===== config.mk =====
export PLATFORM = sky130hd
export DESIGN_NAME = kernel_map_binop_pipe
export DESIGN_NICKNAME = d
export VERILOG_FILES = /design/src/rtl/kernel_map_binop_pipe.sv
export SDC_FILE = /design/constraint.sdc
export NUM_CORES = 1
export LEC_CHECK = 0
export BUFFER_PORTS_ARGS = -buffer_cell sky130_fd_sc_hd__buf_2
export CAP_MARGIN = 20
export CORE_UTILIZATION = 49
export DETAILED_ROUTE_END_ITERATION = 10
export PLACE_DENSITY = 0.77
export SYNTH_ARGS = -nofsm -noshare
export SYNTH_HDL_FRONTEND = slang
export SYNTH_SLANG_ARGS = --single-unit

===== constraint.sdc =====
create_clock -name clk -period 2.2 [get_ports clk]
set_clock_uncertainty 0.2 [all_clocks]
set_input_delay 0.22 -clock clk [delete_from_list [all_inputs] [get_ports clk]]
set_output_delay 0.22 -clock clk [all_outputs]
set_load 0.01 [all_outputs]

===== src/rtl/kernel_map_binop_pipe.sv =====
// LANES-wide two-operand stream map node: per-lane OP over a LAT-stage stall-correct pipeline.
// Build option KERNEL_MAP_BINOP_SKID_EN adds a 2-entry output skid buffer and a registered iready.
module kernel_map_binop_pipe #(
  parameter int unsigned STREAMW = 32,
  parameter int unsigned LANES   = 4,
  parameter int unsigned LAT     = 2,
  parameter int unsigned OP      = 0
) (
  input  logic                     clk,
  input  logic                     rst_n,
  input  logic                     ivalid_in1_s0,
  input  logic                     ivalid_in2_s0,
  output logic                     iready,
  input  logic [LANES*STREAMW-1:0] in1_s0,
  input  logic [LANES*STREAMW-1:0] in2_s0,
  output logic                     ovalid,
  input  logic                     oready,
  output logic [LANES*STREAMW-1:0] out1_s0,
  output logic [31:0]              obeat_count
);

  localparam int unsigned VW = LANES * STREAMW;
  typedef logic [VW-1:0] vec_t;

  if (LAT < 1) begin : g_bad_lat
    $error("kernel_map_binop_pipe: LAT must be at least 1");
  end
  if (OP > 5) begin : g_bad_op
    $error("kernel_map_binop_pipe: OP must be in 0..5");
  end

  // Lanes are independent: each result is truncated to STREAMW bits, no carry crosses lanes.
  function automatic vec_t lane_op(input vec_t a, input vec_t b);
    vec_t r;
    r = '0;
    for (int i = 0; i < int'(LANES); i++) begin
      logic [STREAMW-1:0] x;
      logic [STREAMW-1:0] y;
      x = a[i*STREAMW +: STREAMW];
      y = b[i*STREAMW +: STREAMW];
      case (OP)
        0:       r[i*STREAMW +: STREAMW] = x + y;
        1:       r[i*STREAMW +: STREAMW] = x - y;
        2:       r[i*STREAMW +: STREAMW] = x * y;
        3:       r[i*STREAMW +: STREAMW] = x & y;
        4:       r[i*STREAMW +: STREAMW] = x | y;
        default: r[i*STREAMW +: STREAMW] = x ^ y;
      endcase
    end
    return r;
  endfunction

  logic [LAT-1:0] v_q;
  logic [LAT-1:0] v_d;
  logic [LAT-1:0] v_in;
  logic [LAT-1:0] move;
  logic [LAT:0]   rdy;
  vec_t           data_q [LAT];
  vec_t           d_in   [LAT];
  logic           last_ready;
  logic           in_fire;
  logic [31:0]    obeat_count_q;

  assign in_fire = ivalid_in1_s0 & ivalid_in2_s0 & iready;

  // rdy[k] means stage k loads this edge; it ripples back from the output so bubbles collapse.
  // NOTE: every variable written in always_comb gets a default first, so no latch is inferred.
  always_comb begin
    move    = '0;
    rdy     = '0;
    v_in    = '0;
    v_d     = v_q;
    rdy[LAT] = last_ready;
    for (int k = int'(LAT) - 1; k >= 0; k--) begin
      move[k] = v_q[k] & rdy[k+1];
      rdy[k]  = ~v_q[k] | move[k];
    end
    v_in[0] = in_fire;
    d_in[0] = lane_op(in1_s0, in2_s0);
    for (int k = 1; k < int'(LAT); k++) begin
      v_in[k] = v_q[k-1];
      d_in[k] = data_q[k-1];
    end
    for (int k = 0; k < int'(LAT); k++) begin
      if (rdy[k]) v_d[k] = v_in[k];
    end
  end

  // NOTE: sequential state uses non-blocking assignments so each stage samples pre-edge values.
  always_ff @(posedge clk or negedge rst_n) begin
    if (!rst_n) begin
      v_q <= '0;
      // NOTE: data registers are cleared as well, so out1_s0 reads 0 after reset, not stale lanes.
      for (int k = 0; k < int'(LAT); k++) data_q[k] <= '0;
    end else begin
      v_q <= v_d;
      for (int k = 0; k < int'(LAT); k++) begin
        if (rdy[k] && v_in[k]) data_q[k] <= d_in[k];
      end
    end
  end

`ifdef KERNEL_MAP_BINOP_SKID_EN
  logic [1:0] sk_cnt_q;
  logic [1:0] sk_cnt_d;
  vec_t       sk_e0_q;
  vec_t       sk_e1_q;
  logic       iready_q;
  logic       iready_d;
  logic       push;
  logic       pop;

  // The skid only admits from the pipe while it has room, so iready never sees oready.
  assign last_ready = (sk_cnt_q != 2'd2);
  assign push       = move[LAT-1];
  assign ovalid     = (sk_cnt_q != 2'd0);
  assign pop        = ovalid & oready;
  assign out1_s0    = sk_e0_q;
  assign iready     = iready_q;

  always_comb begin
    sk_cnt_d = sk_cnt_q + {1'b0, push} - {1'b0, pop};
    iready_d = ~((sk_cnt_d == 2'd2) & (&v_d));
  end

  always_ff @(posedge clk or negedge rst_n) begin
    if (!rst_n) begin
      sk_cnt_q <= 2'd0;
      sk_e0_q  <= '0;
      sk_e1_q  <= '0;
      iready_q <= 1'b1;
    end else begin
      sk_cnt_q <= sk_cnt_d;
      iready_q <= iready_d;
      if (push && pop) begin
        sk_e0_q <= data_q[LAT-1];
      end else if (push) begin
        if (sk_cnt_q == 2'd0) sk_e0_q <= data_q[LAT-1];
        else                  sk_e1_q <= data_q[LAT-1];
      end else if (pop && sk_cnt_q == 2'd2) begin
        sk_e0_q <= sk_e1_q;
      end
    end
  end
`else
  assign last_ready = oready;
  assign ovalid     = v_q[LAT-1];
  assign out1_s0    = data_q[LAT-1];
  assign iready     = rdy[0];
`endif

  always_ff @(posedge clk or negedge rst_n) begin
    if (!rst_n) begin
      obeat_count_q <= 32'd0;
    end else if (ovalid && oready) begin
      obeat_count_q <= obeat_count_q + 32'd1;
    end
  end

  assign obeat_count = obeat_count_q;

endmodule

# After elaboration in Yosys (flattened, before gate mapping)
# Index checks and enable logic that the tools add are counted.
word_totals:
  ff_bits: 290
  inputBits: 261
op_classes:
  n_reduce_logical: 3
  addsub: 5
  bitwise: 8
op_table:
  columns: ["operator", "count"]
  rows:
  - ["$add 32x32->32", 4]
  - ["$add 32x1->32 const B", 1]
  - ["$and 1x1->1", 4]
  - ["$logic_and 1x1->1", 3]
  - ["$not 1->1", 2]
  - ["$or 1x1->1", 2]

# Depth between registers and ports, before layout
logic_depth:
  word_depth: 6
  mapped_depth: 10
  mapped_depth_nobuf: 10

# Worst setup path after synthesis
# Ideal clock, no wire load.
synth_timing:
  path_kind: "input port to flip-flop"
  start: "in in1_s0[96]"
  end: "reg data_q (netlist bit d_in[124])"
  n_path_buf: 0
  path_stages: 10
  arrival_time_ps: 2478
  path_slack_ps: -547
  setup_ps: 69
  required_time_ps: 1931
  cell_sequence: "ha_1 fa_1 a211oi_1 nor2_1 o21ai_1 o21ai_1 a311oi_2 o21ai_2 a311o_1 nand3_1"
synth_between:
  elab_chain_len: 1
synth_rtl:
  columns: ["item", "line_no", "source"]
  rows:
  - ["from (decl)", "14", "input logic [LANES*STREAMW-1:0] in1_s0,"]
  - ["$add 32x32->32", "42", "0: r[i*STREAMW +: STREAMW] = x + y;"]
  - ["to (signal, indexed assignment)", "98", "if (rdy[k] && v_in[k]) data_q[k] <= d_in[k];"]
  - ["to (decl)", "58", "vec_t data_q [LAT];"]
# No other way between the ends.
# A chain may end at the register's enable or synchronous reset.

# Final worst setup path
layout_timing:
  start: "reg obeat_count_q[13], in the netlist obeat_count[13]"
  end: "reg obeat_count_q[31], in the netlist obeat_count[31]"
layout_between:
  elab_chain_len: 1
layout_rtl:
  columns: ["item", "line_no", "source"]
  rows:
  - ["from (decl)", "62", "logic [31:0] obeat_count_q;"]
  - ["from (signal assigned)", "156", "obeat_count_q <= obeat_count_q + 32'd1;"]
  - ["$add 32x1->32", "156", null]
# No other way between the ends.

==> results.toml <==
[setup_path]
critical_path_class = "flip-flop to flip-flop"
max_stage_delay_ns = 0.35
critPathBufInv = 2
endpoint_kind = "flip-flop"
path_common_cell = "buf_4"
cpLargestDelayFamily = "simple AND/OR/NAND/NOR gates"
path_max_fanout = 3
setup.worst_path.start_class = "flip-flop"
crit_path_top_delay_cell = "dfrtp_1"
reg2reg_from = "obeat_count[13]"
worstPathRequired_ns = 2.38
arrival_ns = 2.35
path_cells = "and4_4 > and3_4 > nand4_1 > buf_4 > nor4_4 > buf_4 > nand3_2 > xnor2_1"
worstSetupStartpoint = "obeat_count[13]"

[logic_synthesis]
synth_area_mm2 = 0.0174
yosysSeqAreaShare_pct = 41.7
async_reset_ff_share_pct = 100
avgSynthCellArea_um2 = 9.74
synth_edf_count = 0
synth_seq_cells = 290
ys.flop_type = "dfrtp_1"
synthCells = 1786
yosys_warnings = 0
synth_nets = 2176
yosysUniqueCellTypes = 80

[timing]
min_period_ns = 2.17
hold_violations = 0
post-route-period-util_pct = 98.4
fmax_mhz = 462
setup_viol = 0
maxSlewViolCount = 0
tightestPinTransition_ns = 0.505
setup_tns_ns = 0
relSlewSlack_pct = 66.1

[floorplanning]
die_width_um = 190
design.die.area_mm2 = 0.0363
pin_count = 423
die_y_um = 190
fp-row-count = 68
initial_utilization_pct = 50.1
core-area_mm2 = 0.0347

[worst_hold_path]
hold_class = "input port to flip-flop"
hp-start = "in2_s0[127]"

[finish]
layout.nets = 2874
area_growth_pct = 38.3
n_fill_cell = 2620
seqCellArea_mm2 = 0.00726
drive_gt1_share_pct = 40.6
final_util_pct = 69.3
fin_area_mm2 = 0.0241
multi_input_area_mm2 = 0.0103

[clock_tree]
numCtsBuffers = 34
clk_pin_slew_ns = 0.06
cts-root-buf = "clkbuf_16"
cts.sinks = 290
htree_levels = 2
worstSkewPairLatency_ns = 0.51
cts_tree = "yes"
cts_buffer_depth = 3

[routing]
vias = 16376
routed_wl_mm = 51.9
avgRoutedWirePerCell_um = 17.5
vias_per_cell = 5.52
drt_iter0_drc = 649
drtPass1Iterations = 5
drcViolationCount = 0
ant_nets = 0

[power_and_ir_drop]
power_density_mw_per_mm2 = 831
peakVddDrop_mv = 0.572
p_leak_nw = 11.9

[grt]
grt_first_pass_wirelength_mm = 82.4
grt_pass1_vias = 16740
overflow = 0
antenna_found_initial = 5
track_usage_pct = 28.3
grt_max_degree = 70

[place]
place.gp.congestion = 0.953
numPortBuffers = 422
hpwl_mm = 40.2
placed_cell_area_mm2 = 0.0226

[status]
status = "finished clean"

[flow_run]
maxCapViolations = 0
==> state kept, by name, summed over array words and instances (netlist names) <==
name	count
d_in	128
obeat_count	32
out1_s0	128
v_q	2
==> repair_timing <==
item	CTS	global route
hold endpoints to repair	306	0
resized for setup	6	31
setup buffers	0	3
setup endpoints to repair	7	31
pin swaps	1	21
hold buffers	18	0
==> layer usage <==
layer | wire length, um | global-route usage [%] | up-vias
met1 | 20900 | 33.9 | 7827
li1 | - | - | 7852
met4 | 1830 | 10.7 | 4
met5 | 27 | 0 | -
met2 | 25400 | 49.3 | 585
met3 | 3830 | 6.22 | 108
==> per-stage QoR <==
step                      cells  setup slack (ns)  hold slack (ns)  total power, mW
after floorplan            1786            -0.186           -0.276             11.2
after global placement     2882            -0.466          -0.0249             14.0
after detailed placement   2882            -0.596          -0.0204             14.3
after CTS                  2959            0.0242         0.000298             20.1
after global routing       2963           -0.0327           0.0207             21.1
final                      2965            0.0345           0.0190             20.0
==> final timing paths <==
check / end / slack (ns) / depth (start not counted)
min: d_in[127] / 0.02 / 4
min in group asynchronous: out1_s0[109] / 0.03 / 2
max reg2reg: obeat_count[31] / 0.03 / 8
max: obeat_count[31] / 0.03 / 8
max in group asynchronous: obeat_count[12] / 1.01 / 3
min reg2reg: obeat_count[31] / 0.27 / 1
==> cell usage after synthesis (16+ instances only) <==
| cell type | number | area [um2] |
|---|---|---|
| o21ai_0 | 146 | 731 |
| a31oi_1 | 17 | 106 |
| clkbuf_1 | 61 | 229 |
| xor2_1 | 44 | 385 |
| a211oi_1 | 16 | 120 |
| nand2_1 | 234 | 878 |
| nand4_1 | 29 | 181 |
| dfrtp_1 | 290 | 7260 |
| o21bai_1 | 25 | 188 |
| xnor2_1 | 89 | 780 |
| a21oi_1 | 129 | 646 |
| nand3_1 | 47 | 235 |
| mux2_2 | 131 | 1480 |
| and3_1 | 20 | 125 |
| a21o_1 | 65 | 488 |
| nor2_1 | 70 | 263 |
| ha_1 | 125 | 1560 |
| inv_1 | 36 | 135 |
| nor3_1 | 26 | 130 |
==> layout make-up <==
| cell class | instances | area share (%) |
|---|---|---|
| antenna | 3 | 0.0312 |
| clock buffer | 52 | 4.33 |
| clock inverter | 7 | 0.322 |
| inverter | 36 | 0.561 |
| multi-input combinational | 1381 | 42.8 |
| sequential | 290 | 30.1 |
| tap | 455 | 2.36 |
| timing repair buffer | 741 | 19.4 |
==> power breakdown <==
group          internal (mW)  switching (mW)  total (mW)
Combinational           3.30            3.43        6.73
Sequential              6.82           0.819        7.63
Clock                   3.39            2.25        5.64
Total                   13.5            6.50        20.0
==> layout by cell type (no fill, tap or decap), drive strengths merged, types with 5 or more instances in the layout <==
cell type,synthesis,layout
nand4,30,30
a21o,66,66
nor2b,6,6
and3,23,23
dlygate4sd3,0,18
a211oi,18,18
dfrtp,290,290
mux2,131,131
nand2b,7,7
o31ai,12,12
nor3,26,26
a21boi,5,5
nand2,234,234
xnor2,89,89
o211ai,12,12
and2,7,7
a31o,5,5
nor2,71,71
o21ai,161,161
clkbuf,62,52
o311ai,5,5
inv,36,37
xor2,44,44
o21a,14,14
o21bai,25,25
buf,17,723
nand3,48,48
a21oi,130,130
a31oi,18,18
ha,125,125
==> worst min-delay path, cell delays in order <==
cell and delay, ns:
buf_2 0.08, xnor2_1 0.20, a31oi_1 0.11, nand3_1 0.08
==> cell families (layout without fill, tap and decap cells) <==
| family | count (synthesis) | count (layout) | share of synthesized area [%] |
|---|---|---|---|
| muxes | 134 | 134 | 8.65 |
| AOI/OAI and AO/OA | 509 | 509 | 18.5 |
| xor gates and xnor gates | 133 | 133 | 6.69 |
| other | 0 | 3 | 0 |
| buffers and inverters | 115 | 836 | 2.57 |
| DFF | 290 | 290 | 41.7 |
| and+or+nand+nor | 476 | 476 | 12.5 |
| adders and majority gates | 129 | 129 | 9.45 |
No activity file was read; power rests on OpenSTA's default activity.
